`src/rtl/rst_sequencer.sv`:
```
`default_nettype none
// ============================================================================
//  Module   : rst_sequencer
//  Purpose  : Holds all reset domains asserted for a minimum width after the
//             last reset trigger, waits for clock lock, then releases
//             NUM_STAGES domain resets one at a time, STAGE_GAP cycles apart.
//             Software requests, synchronized reset and lock loss abort the
//             sequence and re-assert every domain.
//  Ports    : in_clk        - single clock
//             in_areset_n   - asynchronous active-low reset
//             in_sync_reset - active-high synchronized reset (in_clk domain)
//             in_locked     - clock-source lock, synchronous to in_clk
//             in_sw_reset   - single-cycle software reset request
//             out_reset     - per-domain active-high resets, bit 0 first out
//             out_done      - high once every stage is released
//             out_state     - current FSM state (debug)
//  Revision : 1.0 - initial release
// ============================================================================
module rst_sequencer #(
    parameter int NUM_STAGES  = 4,
    parameter int HOLD_CYCLES = 16,
    parameter int STAGE_GAP   = 8,
    parameter int CNT_W       = 8
) (
    input  logic                  in_clk,
    input  logic                  in_areset_n,
    input  logic                  in_sync_reset,
    input  logic                  in_locked,
    input  logic                  in_sw_reset,
    output logic [NUM_STAGES-1:0] out_reset,
    output logic                  out_done,
    output logic [1:0]            out_state
);

    localparam int IDX_W = (NUM_STAGES > 1) ? $clog2(NUM_STAGES) : 1;

    localparam logic [1:0] c_ASSERT    = 2'd0;
    localparam logic [1:0] c_WAIT_LOCK = 2'd1;
    localparam logic [1:0] c_RELEASE   = 2'd2;
    localparam logic [1:0] c_RUN       = 2'd3;

    localparam logic [CNT_W-1:0] c_HOLD_LAST = CNT_W'(HOLD_CYCLES - 1);
    localparam logic [CNT_W-1:0] c_GAP_LAST  = CNT_W'(STAGE_GAP - 1);
    localparam logic [IDX_W-1:0] c_IDX_LAST  = IDX_W'(NUM_STAGES - 1);
    localparam logic             c_SINGLE    = (NUM_STAGES == 1);

    logic [1:0]            r_state_q, w_state_d;
    logic [CNT_W-1:0]      r_cnt_q,   w_cnt_d;
    logic [IDX_W-1:0]      r_idx_q,   w_idx_d;
    logic [NUM_STAGES-1:0] r_reset_q, w_reset_d;
    logic                  r_done_q,  w_done_d;

    logic w_trig;
    logic w_abort;
    logic w_hold_done;
    logic w_gap_done;
    logic w_last_stage;

    // Lock loss only matters once a stage may already be out of reset.
    assign w_trig       = in_sync_reset | in_sw_reset;
    assign w_abort      = w_trig |
                          (~in_locked & ((r_state_q == c_RELEASE) | (r_state_q == c_RUN)));
    assign w_hold_done  = (r_cnt_q == c_HOLD_LAST);
    assign w_gap_done   = (r_cnt_q == c_GAP_LAST);
    assign w_last_stage = (r_idx_q == c_IDX_LAST);

    // ------------------------------------------------------------------
    // State register and datapath registers
    // ------------------------------------------------------------------
    always_ff @(posedge in_clk or negedge in_areset_n) begin
        if (!in_areset_n) begin
            r_state_q <= c_ASSERT;
            r_cnt_q   <= '0;
            r_idx_q   <= '0;
            r_reset_q <= '1;
            r_done_q  <= 1'b0;
        end else begin
            r_state_q <= w_state_d;
            r_cnt_q   <= w_cnt_d;
            r_idx_q   <= w_idx_d;
            r_reset_q <= w_reset_d;
            r_done_q  <= w_done_d;
        end
    end

    // ------------------------------------------------------------------
    // Next-state logic
    // ------------------------------------------------------------------
    always_comb begin
        w_state_d = r_state_q;
        case (r_state_q)
            c_ASSERT: begin
                if (!w_trig && w_hold_done) w_state_d = c_WAIT_LOCK;
            end
            c_WAIT_LOCK: begin
                if (w_abort)        w_state_d = c_ASSERT;
                else if (in_locked) w_state_d = c_SINGLE ? c_RUN : c_RELEASE;
            end
            c_RELEASE: begin
                if (w_abort)                        w_state_d = c_ASSERT;
                else if (w_gap_done && w_last_stage) w_state_d = c_RUN;
            end
            c_RUN: begin
                if (w_abort) w_state_d = c_ASSERT;
            end
            default: w_state_d = c_ASSERT;
        endcase
    end

    // ------------------------------------------------------------------
    // Output / datapath next values
    // ------------------------------------------------------------------
    always_comb begin
        w_cnt_d   = r_cnt_q;
        w_idx_d   = r_idx_q;
        w_reset_d = r_reset_q;
        w_done_d  = r_done_q;
        if ((r_state_q != c_ASSERT) && w_abort) begin
            // Abort wins over any advance; partially released stages go back together.
            w_cnt_d   = '0;
            w_idx_d   = '0;
            w_reset_d = '1;
            w_done_d  = 1'b0;
        end else begin
            case (r_state_q)
                c_ASSERT: begin
                    w_reset_d = '1;
                    w_done_d  = 1'b0;
                    w_idx_d   = '0;
                    if (w_trig || w_hold_done) w_cnt_d = '0;
                    else                       w_cnt_d = r_cnt_q + CNT_W'(1);
                end
                c_WAIT_LOCK: begin
                    if (in_locked) begin
                        // out_reset is a thermometer, so shifting in a zero
                        // releases exactly the next stage (bit idx).
                        w_reset_d = r_reset_q << 1;
                        w_idx_d   = IDX_W'(1);
                        w_cnt_d   = '0;
                        w_done_d  = c_SINGLE;
                    end
                end
                c_RELEASE: begin
                    if (w_gap_done) begin
                        w_reset_d = r_reset_q << 1;
                        w_cnt_d   = '0;
                        w_idx_d   = r_idx_q + IDX_W'(1);
                        w_done_d  = w_last_stage;
                    end else begin
                        w_cnt_d = r_cnt_q + CNT_W'(1);
                    end
                end
                c_RUN: begin
                    w_reset_d = '0;
                    w_done_d  = 1'b1;
                end
                default: begin
                    w_cnt_d   = '0;
                    w_idx_d   = '0;
                    w_reset_d = '1;
                    w_done_d  = 1'b0;
                end
            endcase
        end
    end

    assign out_reset = r_reset_q;
    assign out_done  = r_done_q;
    assign out_state = r_state_q;

endmodule
`default_nettype wire

```
`config.mk`:
```
export PLATFORM = sky130hd
export DESIGN_NAME = rst_sequencer
export DESIGN_NICKNAME = d
export VERILOG_FILES = /design/src/rtl/rst_sequencer.sv
export SDC_FILE = /design/constraint.sdc
export NUM_CORES = 1
export LEC_CHECK = 0
export CORE_MARGIN = 1
export CORE_UTILIZATION = 49
export DETAILED_ROUTE_END_ITERATION = 8
export PLACE_DENSITY = 0.74
export SYNTH_ARGS = -nofsm -noshare
export SYNTH_HDL_FRONTEND = slang
export SYNTH_SLANG_ARGS = --single-unit
```
`constraint.sdc`:
```
create_clock -name in_clk -period 2.2 [get_ports in_clk]
set_input_delay 0.44 -clock in_clk [delete_from_list [all_inputs] [get_ports in_clk]]
set_output_delay 0.44 -clock in_clk [all_outputs]
set_load 0.005 [all_outputs]
```
======== After elaboration in Yosys (flattened, before gate mapping) ========
Cells that the tools add are included.
operators by class
  $add $sub $neg .......................... 2
  equal/unequal tests ..................... 12
  muxes and demuxes ....................... 24
  bitwise gates (word level) .............. 5
  reduce and logical (&&, ||, !) cells .... 12
operator list
  cell                                                    number
  two-way mux 8 bit                                       4
  case mux 8 bit (3 select lines)                         1
  two-way mux 2 bit                                       9
  case mux 4 bit (4 select lines)                         1
  two-way mux 4 bit                                       3
  adder 8 x 1 -> 8 bit (second input constant)            1
  equality test 8 x 3 -> 1 bit (second input constant)    1
  equality test 8 x 4 -> 1 bit (second input constant)    1
  case mux 2 bit (4 select lines)                         1
  equality test 2 bit (second input constant)             3
  inequality test 3 x 2 -> 1 bit (second input constant)  2
  inequality test 3 bit (second input constant)           2
  case mux 2 bit (3 select lines)                         1
  inequality test 2 bit (second input constant)           2
  case mux 1 bit (4 select lines)                         1
  AND reduction 2 bit                                     2
  AND reduction 4 bit                                     1
  nonzero test 4 bit                                      1
  logical AND 1 bit                                       3
  two-way mux 1 bit                                       3
  bitwise OR 1 bit                                        3
  AND reduction 3 bit                                     1
  adder 2 x 1 -> 2 bit (second input constant)            1
  equality test 2 x 1 -> 1 bit (second input constant)    1
  6 further kinds                                         6
storage, ports and cells
  flip-flop bits (word level) ............. 17
  input bits .............................. 5
  output and inout port bits .............. 7
  word-level logic and storage cells ...... 60

======== Logic depth before layout (Yosys ltp) ========
Gate-level depths: netlist of the first run.
  word-level depth ........................ 7
  depth in mapped cells ................... 9
  mapped depth without buffers ............ 7

======== Worst setup path after synthesis of the first run ========
Ideal clock, no wire load.
  path type ............................... flip-flop to flip-flop
  from .................................... register r_state_q[0] (netlist: out_state[0])
  to ...................................... register r_cnt_q[1]
  arrival ................................. 2.067 ns
  data required time ...................... 2.134 ns
  setup slack ............................. 0.067 ns
  stages on the path, launching flop included .. 9
  path buffers ............................ 1
  period minus slack after synthesis ...... 2.133 ns
  cell sequence ........................... dfrtp_1 > inv_1 > ha_1 > clkbuf_1 > nor3_1 > o22ai_1 > or3_1 > nor2_1 > a22o_1
between the ends
  word-level cells in the longest chain between the ends .. 7
RTL lines
  what                                                                          RTL line  text
  from (decl)                                                                   47        logic [1:0] r_state_q, w_state_d;
  from (signal assigned)                                                        72        r_state_q <= c_ASSERT;
  from (signal assigned)                                                        78        r_state_q <= w_state_d;
  equality test 2 bit, on equally long branches                                 62, 125
  bitwise OR 1 bit                                                              62        (~in_locked & ((r_state_q == c_RELEASE) | (r_state_q == c_RUN)));
  AND 1 bit                                                                     62
  bitwise OR 1 bit                                                              61        assign w_abort = w_trig |
  logical AND 1 bit                                                             118       if ((r_state_q != c_ASSERT) && w_abort) begin
  inequality test 3 bit (no source line) or nonzero test 4 bit (tied branches)  n/a
  AND reduction 2 bit (no source line)                                          n/a
  to (signal assigned)                                                          79        r_cnt_q <= w_cnt_d;
  to (decl)                                                                     48        logic [CNT_W-1:0] r_cnt_q, w_cnt_d;
Parallel ways exist; a longest one is shown, timed or not.
A chain may end at the register's enable or synchronous reset.

======== Final worst setup path of the first run ========
  from .................................... register r_cnt_q[5]
  to ...................................... register r_cnt_q[6]
between the ends
  word-level cells in the longest chain between the ends .. 5
RTL lines
  what                                                                          RTL line  text
  parallel branches: the longest is 3 deep, another holds adder 8 x 1 -> 8 bit  n/a
  case mux 8 bit (3 select lines) (*)                                           125       case (r_state_q)
  two-way mux 8 bit (*)                                                         118
Every way passes the cells marked *.

==> results of run 1 <==
-- final cells by class --
class | instances | share of cell area
Inverter | 4 | 0.0107
Clock buffer | 3 | 0.0160
Clock inverter | 1 | 0.00356
Multi-Input combinational cell | 92 | 0.465
Timing Repair Buffer | 29 | 0.174
Tap cell | 27 | 0.0240
Sequential cell | 17 | 0.306
-- metal layers --
metal  vias up  wire, um
met1       476      1150
met5         -         0
met4         0        47
met3         6        76
met2        19      1150
li1        497         -
-- sequential cells by signal (all words and copies together) (netlist names) --
register	flops
out_reset	4
r_idx_q	2
r_cnt_q	8
out_state	2
out_done	1
-- timing repair --
item                                    4_1_cts  5_1_grt
endpoints found under the setup margin        0        7
setup buffers                                 0        0
gates resized for setup                       0        5
endpoints found under the hold margin         0        0
hold buffers                                  0        0
-- through the flow --
stage	TNS, ns	instances	util	power [mW]	cell area [sq um]
final	0	173	0.696	1.78	1410
after global routing	-0.00135	173	0.696	1.92	1410
after CTS	0	173	0.679	1.73	1370
after detailed placement	-0.558	169	0.666	1.55	1350
after global placement	-0.174	169	0.666	1.53	1350
after floorplan	0	117	-	1.12	1080
-- where the power goes --
group	total [mW]	switching [mW]	internal (mW)
logic	1.15	0.564	0.583
registers	0.460	0.0528	0.407
clock network	0.168	0.101	0.0676
total	1.78	0.718	1.06
-- cells in the final DEF, fill, tap and decap left out, types with 2 or more instances in the layout --
cell	synthesis	final
buf_4	0	18
dfrtp_1	13	13
nor2_1	11	11
clkdlybuf4s50_1	0	11
nand2_1	8	8
nand3_1	6	6
nor3_1	7	6
a21oi_1	5	5
a21o_1	5	5
a22o_1	5	5
ha_1	6	5
inv_1	4	4
o21ai_0	4	4
dfstp_2	4	4
nor2b_1	3	3
and3_1	3	3
o211ai_1	3	3
clkbuf_4	0	3
nand2b_1	2	2
nor3_2	1	2
o21bai_1	2	2
a32o_1	2	2
-- worst max-delay path by stage --
stage                  start          to  slack, ns
2_1_floorplan   out_state[0]  r_cnt_q[1]       0.07
3_3_place_gp     in_sw_reset  r_cnt_q[7]      -0.04
3_5_place_dp   in_sync_reset  r_cnt_q[4]      -0.09
4_1_cts         out_state[1]  r_cnt_q[4]       0.04
5_1_grt         out_state[0]  r_cnt_q[6]     -0.001
6_report          r_cnt_q[5]  r_cnt_q[6]       0.14
-- logic make-up (layout without fill, tap and decap cells) --
logic type | after synthesis | count (layout) | share of synthesized area
and+or+nand+nor | 48 | 48 | 0.234
AOI/OAI and AO/OA | 38 | 38 | 0.270
DFF | 17 | 17 | 0.397
buffers and inverters | 8 | 37 | 0.0300
adders and majority gates | 6 | 6 | 0.0692
==> run_results.csv, run 1 <==
group,metric,value,unit
worst_setup_path,slowest_stage,"or4_4",
die,pin_count,12,
routing,drtIter0Drc,19,
placement,detailed_place_hpwl,1.80,mm
worst_setup_path,required,2.39,ns
placement,portBuffers,11,
global_route,grt.busiest_layer,"met2",
synth,yosysUniqueCellTypes,40,
cts,cts_tree,"yes",
worst_setup_path,r2r_setup_slack,0.14,ns
timing,max_freq,0.485,GHz
timing,slew_headroom,0.756,
cts,clk_latency,0.29,ns
routing,num_vias,998,
global_route,met3_usage,0.0436,
cts,cts_buffers,3,
cts,cts_buffer_depth,2,
synth,synth_area_leaders,"dfrtp_1, dfstp_2, ha_1",
synth,netlist_top_cells_count,"dfrtp_1, nor2_1, nand2_1",
timing,setup_slack,0.139,ns
worst_setup_path,crit_fanout,5,
synth,netlist_area,1080,sq um
power_and_ir_drop,peakVddDrop,768,uV
global_route,grt_max_degree,18,
worst_setup_path,path_depth,6,
worst_setup_path,path_cells,"or4_4, nor3_2, nor3_1, buf_4, a21o_1, a22o_1",
placement,dp_slack,-0.0925,ns
timing,worstMarginPinSlew,0.364,ns
die,die_h,49.1,um
worst_setup_path,critPathKind,"reg -> reg",
synth,async_reset_ff_frac,1.00,
layout,nFillCells,151,
power_and_ir_drop,p_per_area,1260,nW/um^2
synth,yosysSeqAreaShare,0.397,
die,die_w,49.1,um
outcome,status,"completed",
synth,synth.most_common_cell,"dfrtp_1",
die,core,2020,sq um
worst_setup_path,start_kind,"register",
timing,period_share,0.937,
synth,synthesis.nets,128,
timing,setup_viol,0,
layout,multi_input_area,654,sq um
global_route,grt_util_met2,0.391,
worst_setup_path,slowest_delay,0.62,ns
worst_setup_path,cpLargestDelayFamily,"simple AND/OR/NAND/NOR gates",
synth,ys.flop_type,"dfrtp_1",
cts,cts_root_buf,"clkbuf_4",
placement,gp_congestion,0.871,
flow_run,drv_cap,0,
timing,hold_viol_final,0,
layout,n_antenna_cell,0,
timing,finalCriticalPeriod,2.06,ns
routing,drt_first_pass_iters,4,
routing,wl_per_cell,14.0,um
global_route,grt_pass1_vias,996,
routing,final_antenna_net_count,0,
worst_setup_path,timing.rr.end,"r_cnt_q[6]",
worst_setup_path,crit_path_end_kind,"register",
global_route,antenna_found_initial,0,
worst_setup_path,timing.rr.start,"r_cnt_q[5]",
routing,drt-vias-per-instance,5.77,
die,fp-row-count,16,
layout,final_nets,158,
die,start_util,0.537,
synth,yosysWarningCount,0,
synth,ys_seq_elements,17,
hold_path,min_path_type,"in -> async",
cts,cts_sinks,17,
timing,fin_hold_ws,0.459,ns
synth,synth_edf_count,0,
timing,skew,0.00406,ns
synth,syn_inst,117,
synth,synth_top_area_frac,0.300,
worst_setup_path,cp.arrival,2.25,ns
die,dieArea,2410,sq um
layout,regArea,430,sq um
worst_setup_path,rr_worst_depth,6,
synth,avgSynthCellArea,9.27,sq um
global_route,global_route.usage.total,0.233,
routing,totalWireLength,2.43,mm
layout,drive_above_1_share,0.247,
timing,drv_slew,0,
cts,clkTransAtPathRegs,0.10,ns
worst_setup_path,cp_num_buf_inv,1,
routing,drc,0,
global_route,met1_usage,0.296,
cts,h-tree-depth,1,
global_route,grt_pass1_wl,4.33,mm
global_route,grt_overflow_total,0,
synth,yosysTopAreaCell,"dfrtp_1",
layout,synthToLayoutAreaGrowth,29.6,%
power_and_ir_drop,p_leak,0.643,nW
(Power assumes the default switching activity.)
==> run 2, diff against run 1 <==
==> constraint.sdc (replaced) <==
create_clock -name in_clk -period 1.8 [get_ports in_clk]
set_input_delay 0.36 -clock in_clk [delete_from_list [all_inputs] [get_ports in_clk]]
set_output_delay 0.36 -clock in_clk [all_outputs]
set_load 0.005 [all_outputs]
==> run_results.csv, run 2 (same netlist as run 1, synthesis figures left out) <==
group,metric,value,unit
global_route,grt_max_degree,18,
cts,cts_buffer_depth,2,
worst_setup_path,critPathKind,"reg -> reg",
layout,final_common_cell,"buf_4",
routing,num_vias,1197,
layout,n_antenna_cell,0,
global_route,global_route.usage.total,0.270,
placement,gp_congestion,0.852,
placement,portBuffers,11,
timing,drv_slew,0,
worst_setup_path,timing.rr.end,"r_idx_q[0]",
power_and_ir_drop,peakVddDrop,961,uV
routing,drc,0,
placement,dpl-instance-area,1500,sq um
worst_setup_path,r2r_setup_slack,-0.24,ns
layout,regArea,432,sq um
layout,final_area,1740,sq um
global_route,grt_overflow_total,0,
die,start_util,0.537,
timing,setup_slack,-0.242,ns
power_and_ir_drop,p_leak,0.787,nW
timing,max_freq,0.490,GHz
flow_run,drv_cap,0,
worst_setup_path,timing.rr.start,"r_cnt_q[7]",
global_route,grt_pass1_vias,1165,
routing,totalWireLength,3.55,mm
layout,final_core_util,0.861,
power_and_ir_drop,seq_power_share,0.210,
layout,multi_input_area,805,sq um
layout,layout_common_cells,"buf_4, dfrtp_1, nor2_1, clkdlybuf4s50_1, nand2_1",
routing,final_antenna_net_count,0,
outcome,status,"finished with violations",
timing,setup_viol,16,
power_and_ir_drop,p_per_area,1600,nW/um^2
cts,cts_root_buf,"clkbuf_4",
global_route,antenna_found_initial,0,
die,core,2020,sq um
placement,placed_cells,184,
routing,drt_first_pass_iters,4,
power_and_ir_drop,p_sw_frac,0.424,
timing,worstMarginPinSlew,0.368,ns
global_route,grt_pass1_wl,5.04,mm
die,die_w,49.1,um
timing,period_share,1.13,
layout,largest_reg_flops,8,
cts,clkTransAtPathRegs,0.11,ns
worst_setup_path,required,2.03,ns
power_and_ir_drop,pwr-share-comb,0.714,
layout,nFillCells,98,
cts,cts_tree,"yes",
timing,skew,0.00628,ns
cts,h-tree-depth,1,
outcome,violations,"negative setup slack",
timing,slew_headroom,0.754,
power_and_ir_drop,power_frac_clock,0.076,
layout,final_nets,181,
worst_setup_path,crit_fanout,5,
worst_setup_path,cp.arrival,2.27,ns
hold_path,min_path_type,"in -> async",
worst_setup_path,rr_worst_depth,6,
cts,cts_buffers,3,
die,pin_count,12,
routing,drt-vias-per-instance,6.11,
placement,dp_slack,-0.231,ns
worst_setup_path,start_kind,"register",
cts,cts_sinks,17,
worst_setup_path,crit_path_end_kind,"register",
layout,largest-register,"r_cnt_q",
die,fp-row-count,16,
layout,final_cells,196,
routing,wl_per_cell,18.1,um
timing,rsz0062_at_grt,"true",
power_and_ir_drop,cellInternalPower,1.60,mW
cts,clk_latency,0.30,ns
layout,drive_above_1_share,0.473,
timing,hold_viol_final,0,
routing,drtIter0Drc,33,
placement,detailed_place_hpwl,2.06,mm
die,die_h,49.1,um
power_and_ir_drop,p_sw,1.18,mW
timing,finalCriticalPeriod,2.04,ns
layout,synthToLayoutAreaGrowth,60.4,%
die,dieArea,2410,sq um
-- run 2: cell count changes in the layout (fill, tap and decap cells not counted), sizes merged --
cell / delta
dlygate4sd2: +1
clkdlybuf4s50: -1
buf: +23
-- run 2: timing repair --
item / 4_1_cts / 5_1_grt
gates resized for setup: 15 / 17
hold endpoints to repair: 0 / 0
hold buffers: 0 / 0
endpoints found under the setup margin: 17 / 17
gates cloned: 1 / 0
buffers inserted: 3 / 4
pin swaps: 5 / 18
-- run 2: per-stage QoR --
stage	total power [mW]	hold slack [ns]	setup TNS (ns)
3_5_place_dp	2.11	0.498	-2.44
2_1_floorplan	1.46	0.0644	-0.964
6_report	2.78	0.371	-1.93
4_1_cts	2.52	0.379	-1.44
3_3_place_gp	2.07	0.486	-1.96
5_1_grt	2.92	0.382	-2.80
-- run 2: how the worst max path moves through the flow --
stage | startpoint | end | slack [ns] | cells after the start
2_1_floorplan | out_state[0] | r_cnt_q[7] | -0.16 | 9
3_3_place_gp | in_sw_reset | r_cnt_q[5] | -0.20 | 8
3_5_place_dp | in_sw_reset | r_cnt_q[5] | -0.23 | 8
4_1_cts | r_cnt_q[7] | r_idx_q[0] | -0.15 | 6
5_1_grt | r_cnt_q[7] | r_idx_q[0] | -0.35 | 6
6_report | r_cnt_q[7] | r_idx_q[0] | -0.24 | 6
-- run 2: layout make-up --
| type | count | area share |
|---|---|---|
| clock inverter | 1 | 0.00288 |
| multi-input combinational | 92 | 0.462 |
| timing repair buffer | 52 | 0.246 |
| tap | 27 | 0.0194 |
| inverter | 4 | 0.00863 |
| sequential | 17 | 0.248 |
| clock buffer | 3 | 0.0129 |
-- run 2: metal layers --
metal	global-route usage	vias up	wire length, um
met2	0.512	60	1950
met3	0.0343	13	158
met5	0	-	0
met4	0.0784	0	77
met1	0.315	581	1370
li1	-	543	-
-- run 2: worst max-delay path: stages (launching register included) --
cell and delay [ns]:
dfrtp_1 0.40, or4_4 0.60, buf_6 0.15, o31ai_4 0.25, nand2_4 0.11, nor3_1 0.24, a32o_1 0.24
-- run 2: power groups by stage --
stage          combinational [mW]  sequential, mW  clock (mW)
3_3_place_gp                 1.51           0.562           0
2_1_floorplan               0.892           0.573           0
3_5_place_dp                 1.55           0.568           0
6_report                     1.99           0.583       0.213
4_1_cts                      1.73           0.570       0.214
5_1_grt                      2.10           0.591       0.228
==> patch (flow settings as in run 2) <==
`NUM_STAGES`: 4 -> 2.
--- a/src/rtl/rst_sequencer.sv
+++ b/src/rtl/rst_sequencer.sv
@@ -17,7 +17,7 @@
 //  Revision : 1.0 - initial release
 // ============================================================================
 module rst_sequencer #(
-    parameter int NUM_STAGES  = 4,
+    parameter int NUM_STAGES  = 2,
     parameter int HOLD_CYCLES = 16,
     parameter int STAGE_GAP   = 8,
     parameter int CNT_W       = 8
Interface: changed (resized out_reset); port bits go from 12 to 10. The function was not compared with the original's and may differ.
==> patch against run 2 <==
- the run still ends with setup timing left
- sequential power is 22% lower
- sequential cell count is 3 lower
- power is 13% lower
- final area is 16% lower
- wire length is 20% lower
- area after synthesis is 13% lower
- worst setup slack better by 0.11 ns
- combinational power is 14% lower
- critical endpoint is now out_reset[0]
==> patch: results (changes against run 2) <==
Outcome
  – Status: finished with violations
  – Failing checks: setup timing

Drt
  – Initial drt markers: 27 (-18%)
  – Drt first pass iters: 4 (unchanged)
  – Met3 WL post-DR: 71 µm (-55%)
  – M1 WL: 1090 µm (-20%)
  – DRT Wirelength: 2860 µm (-20%)
  – Met2 routed WL: 1570 µm (-19%)
  – Vias: 982 (-18%)

Synth
  – Synth area leaders: dfrtp_1 32%, ha_1 6.7%, dfstp_2 5.6%, nand2_1 4.4%, a22o_2 4.3%
  – Commonest cells post-synth: 12 x dfrtp_1, 11 x nand2_1, 8 x nor2_1
  – Adder-Cell Fraction of Synth Area: 0.0666 (-0.00263)
  – Post-synthesis compound-gate area fraction: 0.314 (+0.0444)
  – Sequential-to-total area share from yosys stat: 0.375 (-0.0213)
  – Synth cell types: 37 (-7.5%)
  – Mux contribution to synthesized area: 0.0120 (+0.0120)
  – Post-synth net total: 109 (-15%)
  – Post-synthesis xor/xnor area fraction: 0 (unchanged)

GRT
  – Antenna violations before repair: 0 (unchanged)
  – Number of global-route vias before repair: 960 (-18%)
  – Met2 GRT Util: 0.537 (+0.0256)
  – Met1 usage: 0.275 (-0.0396)
  – Global Route met3 Usage: 0.0278 (-0.00649)
  – First-pass GRT wire length: 3970 µm (-21%)
  – Largest net degree at the start of global routing: 15 (-3)
  – Global Route Usage Sum: 0.270 (-0.000305)

Power
  – Worst vdd ir: 0.00117 V (+22%)
  – Leakage dissipation: 0.000667 µW (-15%)

Worst setup path
  – R2R depth: 5 (-1)
  – Reg2reg start: r_cnt_q[4]
  – Worst R2R End: out_reset[0]
  – Arr. time, crit path: 2.14 ns (-0.13 ns)

Finish
  – Antenna diode count: 0 (unchanged)
  – Biggest register: r_cnt_q
  – FILL cells: 121 (+23%)
  – NumNets Final: 157 (-13%)
  – Layout cells sized above 1: 0.473 (-0.000770)

STA
  – Final setup fails: 14 (-2)
  – Skew final: 0.00451 ns (-0.00178 ns)
  – Slew HR: 0.791 (+0.0364)
  – Final WS setup: -0.130 ns (+0.112 ns)

Clocking
  – CTS resizes: 5 (-10)
  – Root Driver: clkbuf_4
  – Post-CTS setup buffers: 3 (unchanged)
  – CTS Buf Count: 3 (unchanged)
  – CTS clk-pin slew, worst paths: 0.09 ns (-0.02 ns)
  – CTS Hold Bufs: 0 (unchanged)

Place
  – # port buffers: 9 (-2)
  – Pre-CTS WS: -0.289 ns (-0.0577 ns)
  – GP Congestion: 0.930 (+9.2%)
  – Dpl cell area: 1330 µm² (-11%)
  – Detailed Place HPWL: 1950 µm (-5.2%)
==> patch: cells by family (layout without fill, tap and decap cells) <==
kind of cell / count (synthesis) / in the layout
adder cells (fa/ha/maj): 5 / 5
AO/OA/AOI/OAI: 36 / 36
multiplexers: 1 / 1
flip-flops: 14 / 14
buffers and inverters: 6 / 53
AND/OR/NAND/NOR: 37 / 37
==> patch: cell type report <==
type | count | area (µm²) | share of cell area
Clock buffer | 4 | 36.3 | 0.0249
Timing Repair Buffer | 44 | 352 | 0.241
Sequential cell | 14 | 354 | 0.243
Multi-Input combinational cell | 79 | 668 | 0.458
Tap cell | 25 | 31.3 | 0.0214
Inverter | 5 | 18.8 | 0.0129
==> patch: power by group <==
part / switching [µW] / internal [µW]
registers: 60.6 / 396
clock network: 112 / 123
logic: 841 / 877
==> patch: per-stage QoR <==
step	instances	hold slack, ns	setup TNS [ns]
final	171	0.390	-0.941
after global routing	171	0.416	-1.96
after CTS	169	0.402	-0.357
after detailed placement	162	0.490	-2.23
after global placement	162	0.487	-1.62
after floorplan	99	0.0644	-0.430
==> patch: worst max-delay path, stage by stage (launching register included) <==
cell      delay (ns)
dfrtp_1         0.41
or4_4           0.58
o31ai_1         0.29
nand2_1         0.19
buf_4           0.19
o211ai_1        0.18
==> patch: worst max-delay path by stage <==
| stage | startpoint | to | slack [ns] | depth (start not counted) |
|---|---|---|---|---|
| floorplan | out_state[0] | r_cnt_q[4] | -0.11 | 8 |
| CTS | r_cnt_q[7] | r_cnt_q[4] | -0.09 | 5 |
| global placement | in_locked | r_cnt_q[4] | -0.22 | 6 |
| global route | out_state[0] | r_cnt_q[4] | -0.19 | 7 |
| detailed placement | in_sw_reset | r_cnt_q[4] | -0.29 | 8 |
| finish | r_cnt_q[4] | out_reset[0] | -0.13 | 5 |
